**config.mk**
```make
export PLATFORM = sky130hd
export DESIGN_NAME = next_pc_unit_flat
export DESIGN_NICKNAME = d
export VERILOG_FILES = /design/src/rtl/next_pc_unit_pkg.sv /design/src/rtl/next_pc_unit_if.sv /design/src/rtl/next_pc_unit_ras_stack.sv /design/src/rtl/next_pc_unit.sv /design/src/flat_wrapper.sv
export SDC_FILE = /design/constraint.sdc
export NUM_CORES = 1
export LEC_CHECK = 0
export ABC_CLOCK_PERIOD_IN_PS = 8700
export BUFFER_PORTS_ARGS = -buffer_cell sky130_fd_sc_hd__buf_4
export CORE_ASPECT_RATIO = 1.75
export CORE_UTILIZATION = 28
export CTS_BUF_LIST = sky130_fd_sc_hd__clkbuf_8 sky130_fd_sc_hd__clkbuf_16
export DETAILED_ROUTE_END_ITERATION = 6
export MAX_ROUTING_LAYER = met4
export SETUP_SLACK_MARGIN = 0.3
export SLEW_MARGIN = 5
export SYNTH_ARGS = -nofsm -noshare
export SYNTH_HDL_FRONTEND = slang
export SYNTH_HIERARCHICAL = 1
export SYNTH_SLANG_ARGS = --single-unit
```
**constraint.sdc**
```tcl
create_clock -name clk -period 8.7 [get_ports clk]
set_clock_uncertainty 0.05 [all_clocks]
set_input_delay 1.74 -clock clk [delete_from_list [all_inputs] [get_ports clk]]
set_output_delay 1.74 -clock clk [all_outputs]
set_load 0.01 [all_outputs]
```
**src/rtl/next_pc_unit_pkg.sv**
```systemverilog
// Shared definitions for the next-PC unit: EX control-instruction kinds and default widths.
package next_pc_unit_pkg;

    localparam int PC_W_DEF   = 16;
    localparam int DISP_W_DEF = 11;

    // Encoding 3 is reserved and resolves like a not-taken branch.
    typedef enum logic [1:0] {
        KIND_BR   = 2'd0,
        KIND_JREL = 2'd1,
        KIND_JREG = 2'd2,
        KIND_RSVD = 2'd3
    } ex_kind_e;

endpackage

```
**src/rtl/next_pc_unit_if.sv**
```systemverilog
// Fetch/execute signal bundle between the pipeline (master) and the next-PC unit (slave).
interface next_pc_unit_if #(
    parameter int PC_W   = 16,
    parameter int DISP_W = 11
);
    logic              stall;
    logic              f_call;
    logic              f_ret;
    logic              ex_valid;
    logic [1:0]        ex_kind;
    logic              ex_taken;
    logic [PC_W-1:0]   ex_pc2;
    logic [PC_W-1:0]   ex_imm;
    logic [DISP_W-1:0] ex_disp;
    logic [PC_W-1:0]   ex_reg;
    logic [PC_W-1:0]   ex_pred;
    logic [PC_W-1:0]   pc;
    logic [PC_W-1:0]   pc_plus2;
    logic              flush;
    logic              ras_empty;

    modport master (
        output stall, f_call, f_ret, ex_valid, ex_kind, ex_taken,
               ex_pc2, ex_imm, ex_disp, ex_reg, ex_pred,
        input  pc, pc_plus2, flush, ras_empty
    );

    modport slave (
        input  stall, f_call, f_ret, ex_valid, ex_kind, ex_taken,
               ex_pc2, ex_imm, ex_disp, ex_reg, ex_pred,
        output pc, pc_plus2, flush, ras_empty
    );
endinterface

```
**src/rtl/next_pc_unit_ras_stack.sv**
```systemverilog
// Circular return-address stack: a push when full overwrites the oldest entry and keeps the count saturated.
module ras_stack #(
    parameter int W     = 16,
    parameter int DEPTH = 4
) (
    input  logic         clk,
    input  logic         rst,
    input  logic         push,
    input  logic         pop,
    input  logic [W-1:0] din,
    output logic [W-1:0] top,
    output logic         empty,
    output logic         full
);
    localparam int PTR_W = $clog2(DEPTH);

    logic [PTR_W-1:0] ptr;
    logic [PTR_W-1:0] ptr_m1;
    logic [PTR_W:0]   count;
    logic [W-1:0]     mem [DEPTH];

    // ptr addresses the next free slot, so the top lives one below it.
    assign ptr_m1 = ptr - PTR_W'(1);
    assign top    = mem[ptr_m1];
    assign empty  = (count == '0);
    assign full   = (count == (PTR_W+1)'(DEPTH));

    always_ff @(posedge clk or posedge rst) begin
        if (rst) begin
            ptr   <= '0;
            count <= '0;
        end else if (push) begin
            ptr <= ptr + PTR_W'(1);
            if (!full) begin
                count <= count + (PTR_W+1)'(1);
            end
        end else if (pop && !empty) begin
            ptr   <= ptr_m1;
            count <= count - (PTR_W+1)'(1);
        end
    end

    always_ff @(posedge clk) begin
        if (push) begin
            mem[ptr] <= din;
        end
    end
endmodule

```
**src/rtl/next_pc_unit.sv**
```systemverilog
// Fetch PC generator: EX redirect on mispredict, stall hold, optional RAS return prediction.
// Define NEXT_PC_RAS_EN to build with the return-address stack; otherwise calls/returns are ignored.
module next_pc_unit
    import next_pc_unit_pkg::*;
#(
    parameter int PC_W      = PC_W_DEF,
    parameter int DISP_W    = DISP_W_DEF,
    parameter int RAS_DEPTH = 4,
    parameter int RESET_PC  = 0
) (
    input logic            clk,
    input logic            rst,
    next_pc_unit_if.slave  bus
);
    logic [PC_W-1:0] pc_p0;
    logic [PC_W-1:0] pc_plus2;
    logic [PC_W-1:0] target;
    logic [PC_W-1:0] pc_next;
    logic [PC_W-1:0] ras_top;
    logic            flush;
    logic            ras_empty;
    logic            take_ret;

    function automatic logic [PC_W-1:0] resolve_target(
        input logic [1:0]               kind,
        input logic                     taken,
        input logic [PC_W-1:0]          pc2,
        input logic [PC_W-1:0]          imm,
        input logic [PC_W-1:0]          reg_tgt,
        input logic signed [DISP_W-1:0] disp
    );
        logic signed [PC_W-1:0] disp_ext;
        logic [PC_W-1:0]        result;
        disp_ext = PC_W'(disp);
        result   = pc2;
        case (ex_kind_e'(kind))
            KIND_BR:   result = taken ? pc2 + imm : pc2;
            KIND_JREL: result = pc2 + PC_W'(disp_ext);
            KIND_JREG: result = reg_tgt;
            default:   result = pc2;
        endcase
        return result;
    endfunction

    assign pc_plus2 = pc_p0 + PC_W'(2);
    assign target   = resolve_target(bus.ex_kind, bus.ex_taken, bus.ex_pc2,
                                     bus.ex_imm, bus.ex_reg, bus.ex_disp);
    assign flush    = bus.ex_valid && (target != bus.ex_pred);

`ifdef NEXT_PC_RAS_EN
    logic push;
    logic pop;
    logic unused_full;

    // A simultaneous call and return behaves as a call only.
    assign push     = bus.f_call && !flush && !bus.stall;
    assign pop      = bus.f_ret && !bus.f_call && !flush && !bus.stall && !ras_empty;
    assign take_ret = pop;

    ras_stack #(
        .W     (PC_W),
        .DEPTH (RAS_DEPTH)
    ) u_ras (
        .clk   (clk),
        .rst   (rst),
        .push  (push),
        .pop   (pop),
        .din   (pc_plus2),
        .top   (ras_top),
        .empty (ras_empty),
        .full  (unused_full)
    );
`else
    logic unused_ras;

    assign unused_ras = ^{bus.f_call, bus.f_ret};
    assign ras_empty  = 1'b1;
    assign ras_top    = '0;
    assign take_ret   = 1'b0;
`endif

    always_comb begin
        pc_next = pc_plus2;
        if (flush) begin
            pc_next = target;
        end else if (bus.stall) begin
            pc_next = pc_p0;
        end else if (take_ret) begin
            pc_next = ras_top;
        end
    end

    // Fetch PC register boundary
    always_ff @(posedge clk or posedge rst) begin
        if (rst) begin
            pc_p0 <= PC_W'(RESET_PC);
        end else begin
            pc_p0 <= pc_next;
        end
    end

    assign bus.pc        = pc_p0;
    assign bus.pc_plus2  = pc_plus2;
    assign bus.flush     = flush;
    assign bus.ras_empty = ras_empty;
endmodule
```
**src/flat_wrapper.sv**
```systemverilog
// flat-port wrapper written by rule: the top's interface ports become plain ports
module next_pc_unit_flat import next_pc_unit_pkg::*;
#(
    parameter int PC_W      = PC_W_DEF,
    parameter int DISP_W    = DISP_W_DEF,
    parameter int RAS_DEPTH = 4,
    parameter int RESET_PC  = 0
)
  (clk, rst, bus_stall, bus_f_call, bus_f_ret, bus_ex_valid, bus_ex_kind, bus_ex_taken, bus_ex_pc2, bus_ex_imm, bus_ex_disp, bus_ex_reg, bus_ex_pred, bus_pc, bus_pc_plus2, bus_flush, bus_ras_empty);
  next_pc_unit_if #(.PC_W(PC_W), .DISP_W(DISP_W)) bus_i ();
  input logic clk;
  input logic rst;
  input wire logic [$bits(bus_i.stall)-1:0] bus_stall;
  input wire logic [$bits(bus_i.f_call)-1:0] bus_f_call;
  input wire logic [$bits(bus_i.f_ret)-1:0] bus_f_ret;
  input wire logic [$bits(bus_i.ex_valid)-1:0] bus_ex_valid;
  input wire logic [$bits(bus_i.ex_kind)-1:0] bus_ex_kind;
  input wire logic [$bits(bus_i.ex_taken)-1:0] bus_ex_taken;
  input wire logic [$bits(bus_i.ex_pc2)-1:0] bus_ex_pc2;
  input wire logic [$bits(bus_i.ex_imm)-1:0] bus_ex_imm;
  input wire logic [$bits(bus_i.ex_disp)-1:0] bus_ex_disp;
  input wire logic [$bits(bus_i.ex_reg)-1:0] bus_ex_reg;
  input wire logic [$bits(bus_i.ex_pred)-1:0] bus_ex_pred;
  output wire logic [$bits(bus_i.pc)-1:0] bus_pc;
  output wire logic [$bits(bus_i.pc_plus2)-1:0] bus_pc_plus2;
  output wire logic [$bits(bus_i.flush)-1:0] bus_flush;
  output wire logic [$bits(bus_i.ras_empty)-1:0] bus_ras_empty;
  assign bus_i.stall = bus_stall;
  assign bus_i.f_call = bus_f_call;
  assign bus_i.f_ret = bus_f_ret;
  assign bus_i.ex_valid = bus_ex_valid;
  assign bus_i.ex_kind = bus_ex_kind;
  assign bus_i.ex_taken = bus_ex_taken;
  assign bus_i.ex_pc2 = bus_ex_pc2;
  assign bus_i.ex_imm = bus_ex_imm;
  assign bus_i.ex_disp = bus_ex_disp;
  assign bus_i.ex_reg = bus_ex_reg;
  assign bus_i.ex_pred = bus_ex_pred;
  assign bus_pc = bus_i.pc;
  assign bus_pc_plus2 = bus_i.pc_plus2;
  assign bus_flush = bus_i.flush;
  assign bus_ras_empty = bus_i.ras_empty;
  next_pc_unit #(.PC_W(PC_W), .DISP_W(DISP_W), .RAS_DEPTH(RAS_DEPTH), .RESET_PC(RESET_PC)) u_core (.clk(clk), .rst(rst), .bus(bus_i));
endmodule
```
==> key figures, run 1 <==
Run status
  • Status: completed

Floorplanning
  • Horiz. Die Dim: between 80 and 90 um
  • Ports: around 120
  • Die area: 13160 um^2
  • Core area: approximately 12000 um^2
  • Starting Density: 28.57%
  • Std cell rows: 54
  • Die height: approximately 150 um

CTS
  • Reg clk slew, reported paths: 0.05 ns
  • Post-CTS Hold Buffers: 0
  • Post-cts resize count: 0
  • CTS max path bufs: 2
  • Clk sinks: 16
  • Skew-Pair Late Insertion Delay: around 0.24 ns
  • CTS tree: built
  • Num CTS Buffers: 3
  • Clock H-tree levels: 1
  • Clk Tree Root Cell: clkbuf_16
  • Post-CTS Setup Bufs: 0

Global route
  • Gr usage total: 18.92%
  • GRT overflow: 0
  • Largest net degree at the start of global routing: 31
  • Vias in the first global route: roughly 3800
  • First-pass GRT wire length: between 15000 and 20000 um
  • Initial antenna violation count: 0

Power
  • Pwr dens: ~120 nW/um^2
  • Pleak: between 2 and 2.5 nW
  • Share of power burned in the clock network: 17.4%
  • Sw Share: between 40% and 50%
  • P_sw: roughly 230 uW
  • Tot Pwr: between 500 and 600 uW
  • Internal power: ~330 uW
  • Gate power share: between 60% and 70%
  • VDD IR-drop max: between 0.00006 and 0.00007 V
  • Reg power frac: about 20%

Yosys
  • Asr flop ratio synth: 100.0%
  • Yosys cell types: 67
  • Register area share after synthesis: between 10 and 15%
  • Mapped Area: ~3600 um^2
  • #FFs+latches synth: 16
  • Syn nets: 578
  • Synthesis warning total: 6
  • Post-synth EDFFs: 0
  • Post-Syn Area per Cell: ~7.7 um^2
  • Cell count after synthesis: 461
  • Predominant post-synthesis flop cell: dfrtp_1

Detailed routing
  • Top routing layer used: met4
  • Via density: between 5 and 6
  • 1st-iter DRT viols: between 150 and 200
  • Routed length on met3: between 400 and 500 um
  • Router iterations before antenna repair: 7
  • Antenna viol nets, final: 0
  • Per-cell routed wire length: between 15 and 20 um
  • Met1 WL: 4604 um
  • Via count: 3884
  • # DRC: 0
  • Routed WL: about 12000 um
  • Met2 routed WL: 6794 um

Finish
  • ANT cells: 0
  • Layout fillers: 1360
  • Max reg flops: 16
  • Final Non-Filler Cells: ~730
  • Area grow syn2layout: 29.69%
  • Fin nets: slightly below 700
  • Layout cells sized above 1: roughly a quarter

Critical path
  • Largest stage delay, worst path: around 0.57 ns
  • Arrival time worst endpoint: 5.71 ns
  • Crit. End Element: output port
  • CP startpoint kind: input port
  • CP required: 6.91 ns
  • CP max stage cell: o21ai_0
  • WS Path Type: input port to output port
  • Worst-path fanout max: 4
  • Crit-path cells: buf_4 -> ha_1 -> inv_1 -> fa_1 -> nand2b_1 -> a211oi_1 -> nor2b_1 -> o21ai_0 -> xor2_1 -> mux4_2 -> xor2_1 -> or4_4 -> o41ai_4 -> inv_1 -> buf_4

Placement
  • Post-DP HPWL: ~10000 um
  • Placed insts: 724
  • Routability cong.: between 0.9 and 1
  • IO buf count: around 110

STA
  • FMAX: about 0.13 GHz
  • Final min period: between 7 and 8 ns
  • Setup TNS: 0 ns
  • Final worst path period share: a little under nine tenths
  • Max Slew Vio Count: 0
  • Final Hold Viols: 0
  • Worst-Margin Slew: 0.7434 ns
  • RSZ-0062 raised after global routing: no
  • Relative slew slack: approximately half
  • Final setup fails: 0

Run
  • Max_cap viols: 0

Worst hold path
  • Hold WC Path Type: register to register
-- Yosys cell counts, types with 8 or more instances --
cell type	instances	area (um^2)
buf_2	8	40.04
and3_1	8	50.05
dfrtp_1	16	400.4
a21oi_1	38	190.2
inv_1	18	67.56
ha_1	31	387.9
xor2_1	30	262.8
mux2i_1	24	240.2
o21ai_0	31	155.2
nor3_1	13	65.06
a211oi_1	10	75.07
xnor2_1	26	227.7
nand3_1	10	50.05
nor2_1	37	138.9
nand2_1	30	112.6
-- worst paths after layout --
path,slack [ns],startpoint,to,cells after the start
setup / recovery,1.20,bus_ex_pc2[0],bus_flush,15
hold / removal,0.50,u_core/bus.pc[0]$_DFFE_PP0P_,u_core/bus.pc[0]$_DFFE_PP0P_,1
setup reg to reg,5.86,u_core/bus.pc[3]$_DFFE_PP0P_,u_core/bus.pc[12]$_DFFE_PP0P_,10
hold reg to reg,0.50,u_core/bus.pc[0]$_DFFE_PP0P_,u_core/bus.pc[0]$_DFFE_PP0P_,1
max in group asynchronous,6.68,rst,u_core/bus.pc[6]$_DFFE_PP0P_,2
min in group asynchronous,1.52,rst,u_core/bus.pc[0]$_DFFE_PP0P_,2
-- kinds of logic after synthesis --
| kind of cell | synth area share (%) |
|---|---|
| other cells | 0.1056 |
| mux | 9.933 |
| flops | 11.27 |
| buf+inv | 5.036 |
| simple gates | 20.11 |
| fa+ha+maj | 12.05 |
| compound gates | 27.69 |
| xor+xnor | 13.81 |
-- worst max-delay path: cells and delay by family --
kind	cells	cell delay (ns)
AO/OA/AOI/OAI	3	1.35
AND/OR/NAND/NOR	3	0.79
adder cells (fa/ha/maj)	2	0.60
multiplexers	1	0.53
buffers and inverters	4	0.40
XOR/XNOR	2	0.30
-- layout by cell type, fill, tap and decap left out, types with 7 or more instances in the layout --
cell,Yosys,routed
a21oi_1,38,38
buf_4,2,115
o21ai_0,31,31
dfrtp_1,16,16
nand2_1,30,30
inv_1,18,18
nor3_1,13,13
ha_1,31,31
mux2i_1,24,24
xnor2_1,26,26
and3_1,8,8
nand4_1,7,7
nor2_1,37,37
nand3_1,10,10
xor2_1,30,30
a211oi_1,10,10
-- power groups by stage --
| stage | sequential [mW] | clock [mW] | combinational (mW) |
|---|---|---|---|
| floorplan | 0.122 | 0 | 0.206 |
| global placement | 0.117 | 0 | 0.347 |
| detailed placement | 0.117 | 0 | 0.351 |
| CTS | 0.116 | 0.101 | 0.353 |
| global route | 0.120 | 0.103 | 0.386 |
| finish | 0.116 | 0.0985 | 0.352 |
-- layout make-up --
type	instances	area [um^2]	share of cell area, %
flip-flops and latches	16	400.4	8.691
repair buffers	115	863.3	18.74
well taps	168	210.2	4.563
clock buffers	4	88.84	1.928
inverters	19	71.32	1.548
multi-input cells	406	2973	64.53
-- per-stage QoR --
stage	hold WS [ns]	setup WS, ns	instance area, um^2	utilization, %
after floorplan	0.5216	1.482	3552	-
after global placement	0.4764	1.278	4518	36.34
after detailed placement	0.4891	1.218	4518	36.34
after CTS	0.5065	1.209	4607	37.06
after global routing	0.5330	0.9502	4607	37.06
final	0.5037	1.195	4607	37.06
-- metal layers --
| metal | global-route usage (%) | vias up |
|---|---|---|
| li1 | - | 1928 |
| met1 | 20.35 | 1814 |
| met5 | - | - |
| met4 | 6.721 | 0 |
| met2 | 36.18 | 120 |
| met3 | 0.8174 | 22 |
Power figures use the tool's default switching activity.
==> inputs of run 2 (changes only) <==
- ABC_AREA: default -> 1
- CORE_UTILIZATION: 28 -> 54
- PLACE_DENSITY: default -> 0.83
==> run 2 against run 1 <==
Sequential power fell by 15%. First-iteration DRC count fell by 4.8%. Global-route usage rose by 14 points. Clock power rose by 4%. Die area fell by 40%.
==> key figures, run 2 <==
Finish
  • Max reg flops: 16 (unchanged)
  • Most frequent cells in the layout: 336 x nand2_1, 124 x inv_1, 114 x buf_4
  • Storage element area: 400.4 um^2 (unchanged)
  • Area grow syn2layout: 22.87%
  • Layout cells sized above 1: 15.35% (-9.1 points)
  • Most common cell after layout, fill and taps aside: nand2_1
  • Fin nets: 1017 (+50%)
  • Layout fillers: 726 (-47%)
  • ANT cells: 0 (unchanged)
  • Final Non-Filler Cells: 985 (+35%)
  • Multi-input gate area: 3058 um^2 (+2.9%)

Floorplanning
  • Starting Density: 56.18% (+28 points)
  • Std cell rows: 41 (-24%)
  • Die height: 117.2 um (-22%)
  • Die area: 7945 um^2 (-40%)
  • Core area: 7284 um^2 (-41%)
  • Ports: 118 (unchanged)
  • Horiz. Die Dim: 67.81 um (-22%)

Critical path
  • FF-to-FF End: u_core/bus.pc[15]$_DFFE_PP0P_
  • Largest stage delay, worst path: 0.38 ns (-0.19 ns)
  • Crit-path cells: buf_4 -> ha_1 -> inv_1 -> fa_1 -> inv_1 -> nand3_1 -> nand2_1 -> nand2_1 -> nand2_1 -> nand2_1 -> nand3_1 -> nand3_1 -> nand2_1 -> nand2_1 -> nand2_1 -> nand2_1 -> nand2_1 -> inv_1 -> nand3_1 -> nor2_1 -> nor2_1 -> buf_4
  • Reg2Reg Setup Slack: 6.17 ns (+0.31 ns)
  • CP max stage cell: fa_1
  • Worst Reg2Reg Path Length in Cells: 12 (+2)
  • Crit. End Element: output port
  • CP required: 6.91 ns (about the same)
  • CP most frequent cell: nand2_1
  • Worst-path fanout max: 3 (-1)
  • WS Path Type: input port to output port
  • Worst reg2reg path startpoint: u_core/bus.pc[1]$_DFFE_PP0P_
  • Arrival time worst endpoint: 4.34 ns (-1.37 ns)
  • CP startpoint kind: input port

Detailed routing
  • Router iterations before antenna repair: 5 (-2)
  • Antenna viol nets, final: 0 (unchanged)
  • Per-cell routed wire length: 12.59 um (-25%)
  • # DRC: 0 (unchanged)
  • Via count: 5188 (+34%)
  • Routed WL: 12400 um (+1.8%)
  • 1st-iter DRT viols: 157 (-4.8%)
  • Via density: 5.267 (-1.3%)

Global route
  • Gr usage total: 33.32% (+14 points)
  • First-pass GRT wire length: 19970 um (+6.6%)
  • GRT overflow: 0 (unchanged)
  • Initial antenna violation count: 0 (unchanged)
  • Largest net degree at the start of global routing: 32 (+3.2%)
  • Vias in the first global route: 4810 (+25%)

Power
  • Tot Pwr: 517.3 uW (-8.7%)
  • Pwr dens: 102.9 nW/um^2 (-16%)
  • Pleak: 3.114 nW (+50%)
  • VDD IR-drop max: 0.00007047 V (+15%)

Yosys
  • Most common library cells after synthesis: 336 x nand2_1, 124 x inv_1, 112 x nand3_1, 40 x nor2_1, 38 x a21oi_1
  • Asr flop ratio synth: 100.0% (unchanged)
  • Area leader, netlist: nand2_1
  • Most frequent cell after synthesis: nand2_1
  • Yosys cell types: 36 (-46%)
  • Cell count after synthesis: 800 (+74%)
  • Post-Syn Area per Cell: 5.116 um^2 (-34%)
  • Mapped Area: 4093 um^2 (+15%)
  • Synth top area share: 30.82% (+20 points)
  • Synthesis warning total: 6 (unchanged)
  • Largest cells by area after synthesis: nand2_1 31%, nand3_1 14%, inv_1 11%
  • Syn nets: 917 (+59%)
  • #FFs+latches synth: 16 (unchanged)
  • Register area share after synthesis: 9.783% (-1.5 points)
  • Predominant post-synthesis flop cell: dfrtp_1
  • Post-synth EDFFs: 0 (unchanged)

CTS
  • Clock H-tree levels: 1 (unchanged)
  • Post-CTS Setup Bufs: 0 (unchanged)
  • CTS max path bufs: 2 (unchanged)
  • CTS tree: built
  • Clk sinks: 16 (unchanged)
  • Reg clk slew, reported paths: 0.05 ns (about the same)
  • Clk Tree Root Cell: clkbuf_16
  • Post-CTS Hold Buffers: 0 (unchanged)
  • Post-cts resize count: 0 (unchanged)
  • Num CTS Buffers: 3 (unchanged)
  • Skew-Pair Late Insertion Delay: 0.25 ns (about the same)

STA
  • Final setup fails: 0 (unchanged)
  • Max Slew Vio Count: 0 (unchanged)
  • RSZ-0062 raised after global routing: no
  • FMAX: 0.1632 GHz (+22%)
  • Worst-Margin Slew: 0.6573 ns (-0.08603 ns)
  • Final Hold Viols: 0 (unchanged)
  • Final min period: 6.127 ns (-1.378 ns)
  • Setup TNS: 0 ns (unchanged)
  • Relative slew slack: 56.06% (+5.8 points)
  • Post-route setup slack: 2.573 ns (+1.378 ns)
  • Final worst path period share: 70.42% (-16 points)

Run
  • Max_cap viols: 0 (unchanged)

Worst hold path
  • Hold Crit Start: u_core/bus.pc[0]$_DFFE_PP0P_
  • Hold WC Path Type: register to register
  • Hold path cells: 2 (+1)
  • Hold endpoint: u_core/bus.pc[0]$_DFFE_PP0P_

Placement
  • Post-placement worst setup slack: 2.628 ns (+1.410 ns)
  • Post-DP HPWL: 10560 um (+1.5%)
  • Routability cong.: 0.9749 (+6.5%)
  • IO buf count: 114 (unchanged)
  • Placed insts: 981 (+35%)

Run status
  • Status: completed
## run 2: cell types whose count changed after synthesis, moves of 8 or more
cell      delta
xor2_1      -20
o21ai_0     -20
a211oi_1    -10
inv_2       +13
nand2_1    +306
inv_1      +106
xnor2_1     -22
nand3_1    +102
mux2i_1     -24
and3_1       -8
nand3b_1     +8
## run 2: critical path, delay by kind of cell
family	cells	cell delay (ns)
adders and majority gates	2	0.54
and+or+nand+nor	15	1.59
buffers and inverters	5	0.45
## run 2: cell type report
class	count	area share [%]
multi-input combinational	627	60.81
timing repair buffer	114	17.02
inverter	138	10.30
sequential	16	7.962
tap	86	2.140
clock buffer	4	1.767
## run 2: worst max path at each step
stage                   from         to  slack [ns]  depth (start not counted)
6_report       bus_ex_pc2[0]  bus_flush        2.57                         22
5_1_grt        bus_ex_pc2[0]  bus_flush        2.29                         22
4_1_cts        bus_ex_pc2[0]  bus_flush        2.62                         22
3_5_place_dp   bus_ex_pc2[0]  bus_flush        2.63                         22
3_3_place_gp   bus_ex_pc2[0]  bus_flush        2.64                         22
2_1_floorplan  bus_ex_pc2[0]  bus_flush        3.29                         20
## run 2: power by group
group / internal [mW] / switching (mW) / total [mW]
Clock: 0.0700 / 0.0315 / 0.102
Combinational: 0.133 / 0.185 / 0.318
Sequential: 0.0852 / 0.0130 / 0.0982
## run 2: metal layers
| layer | track usage (%) | wire length, um | vias to the layer above |
|---|---|---|---|
| met5 | - | 0 | - |
| met4 | 18.75 | 576 | 0 |
| met3 | 2.519 | 685 | 42 |
| met2 | 63.43 | 6651 | 184 |
| met1 | 31.36 | 4489 | 2275 |
| li1 | - | - | 2687 |
## run 2: cells by family (layout without fill, tap and decap cells)
logic type	count (synthesis)	count (layout)	synth area share [%]
flops	16	16	9.783
fa+ha+maj	33	33	10.46
xor+xnor	14	14	2.996
other cells	1	1	0.09163
simple gates	521	521	53.53
compound gates	58	58	7.643
buf+inv	157	256	15.50
## run 2: stage by stage
stage / area (um^2) / hold WS [ns] / utilization [%]
2_1_floorplan: 4093 / 0.4900 / -
4_1_cts: 5029 / 0.4665 / 69.03
5_1_grt: 5029 / 0.5280 / 69.03
3_3_place_gp: 4940 / 0.4522 / 67.81
6_report: 5029 / 0.4654 / 69.03
3_5_place_dp: 4940 / 0.4535 / 67.81
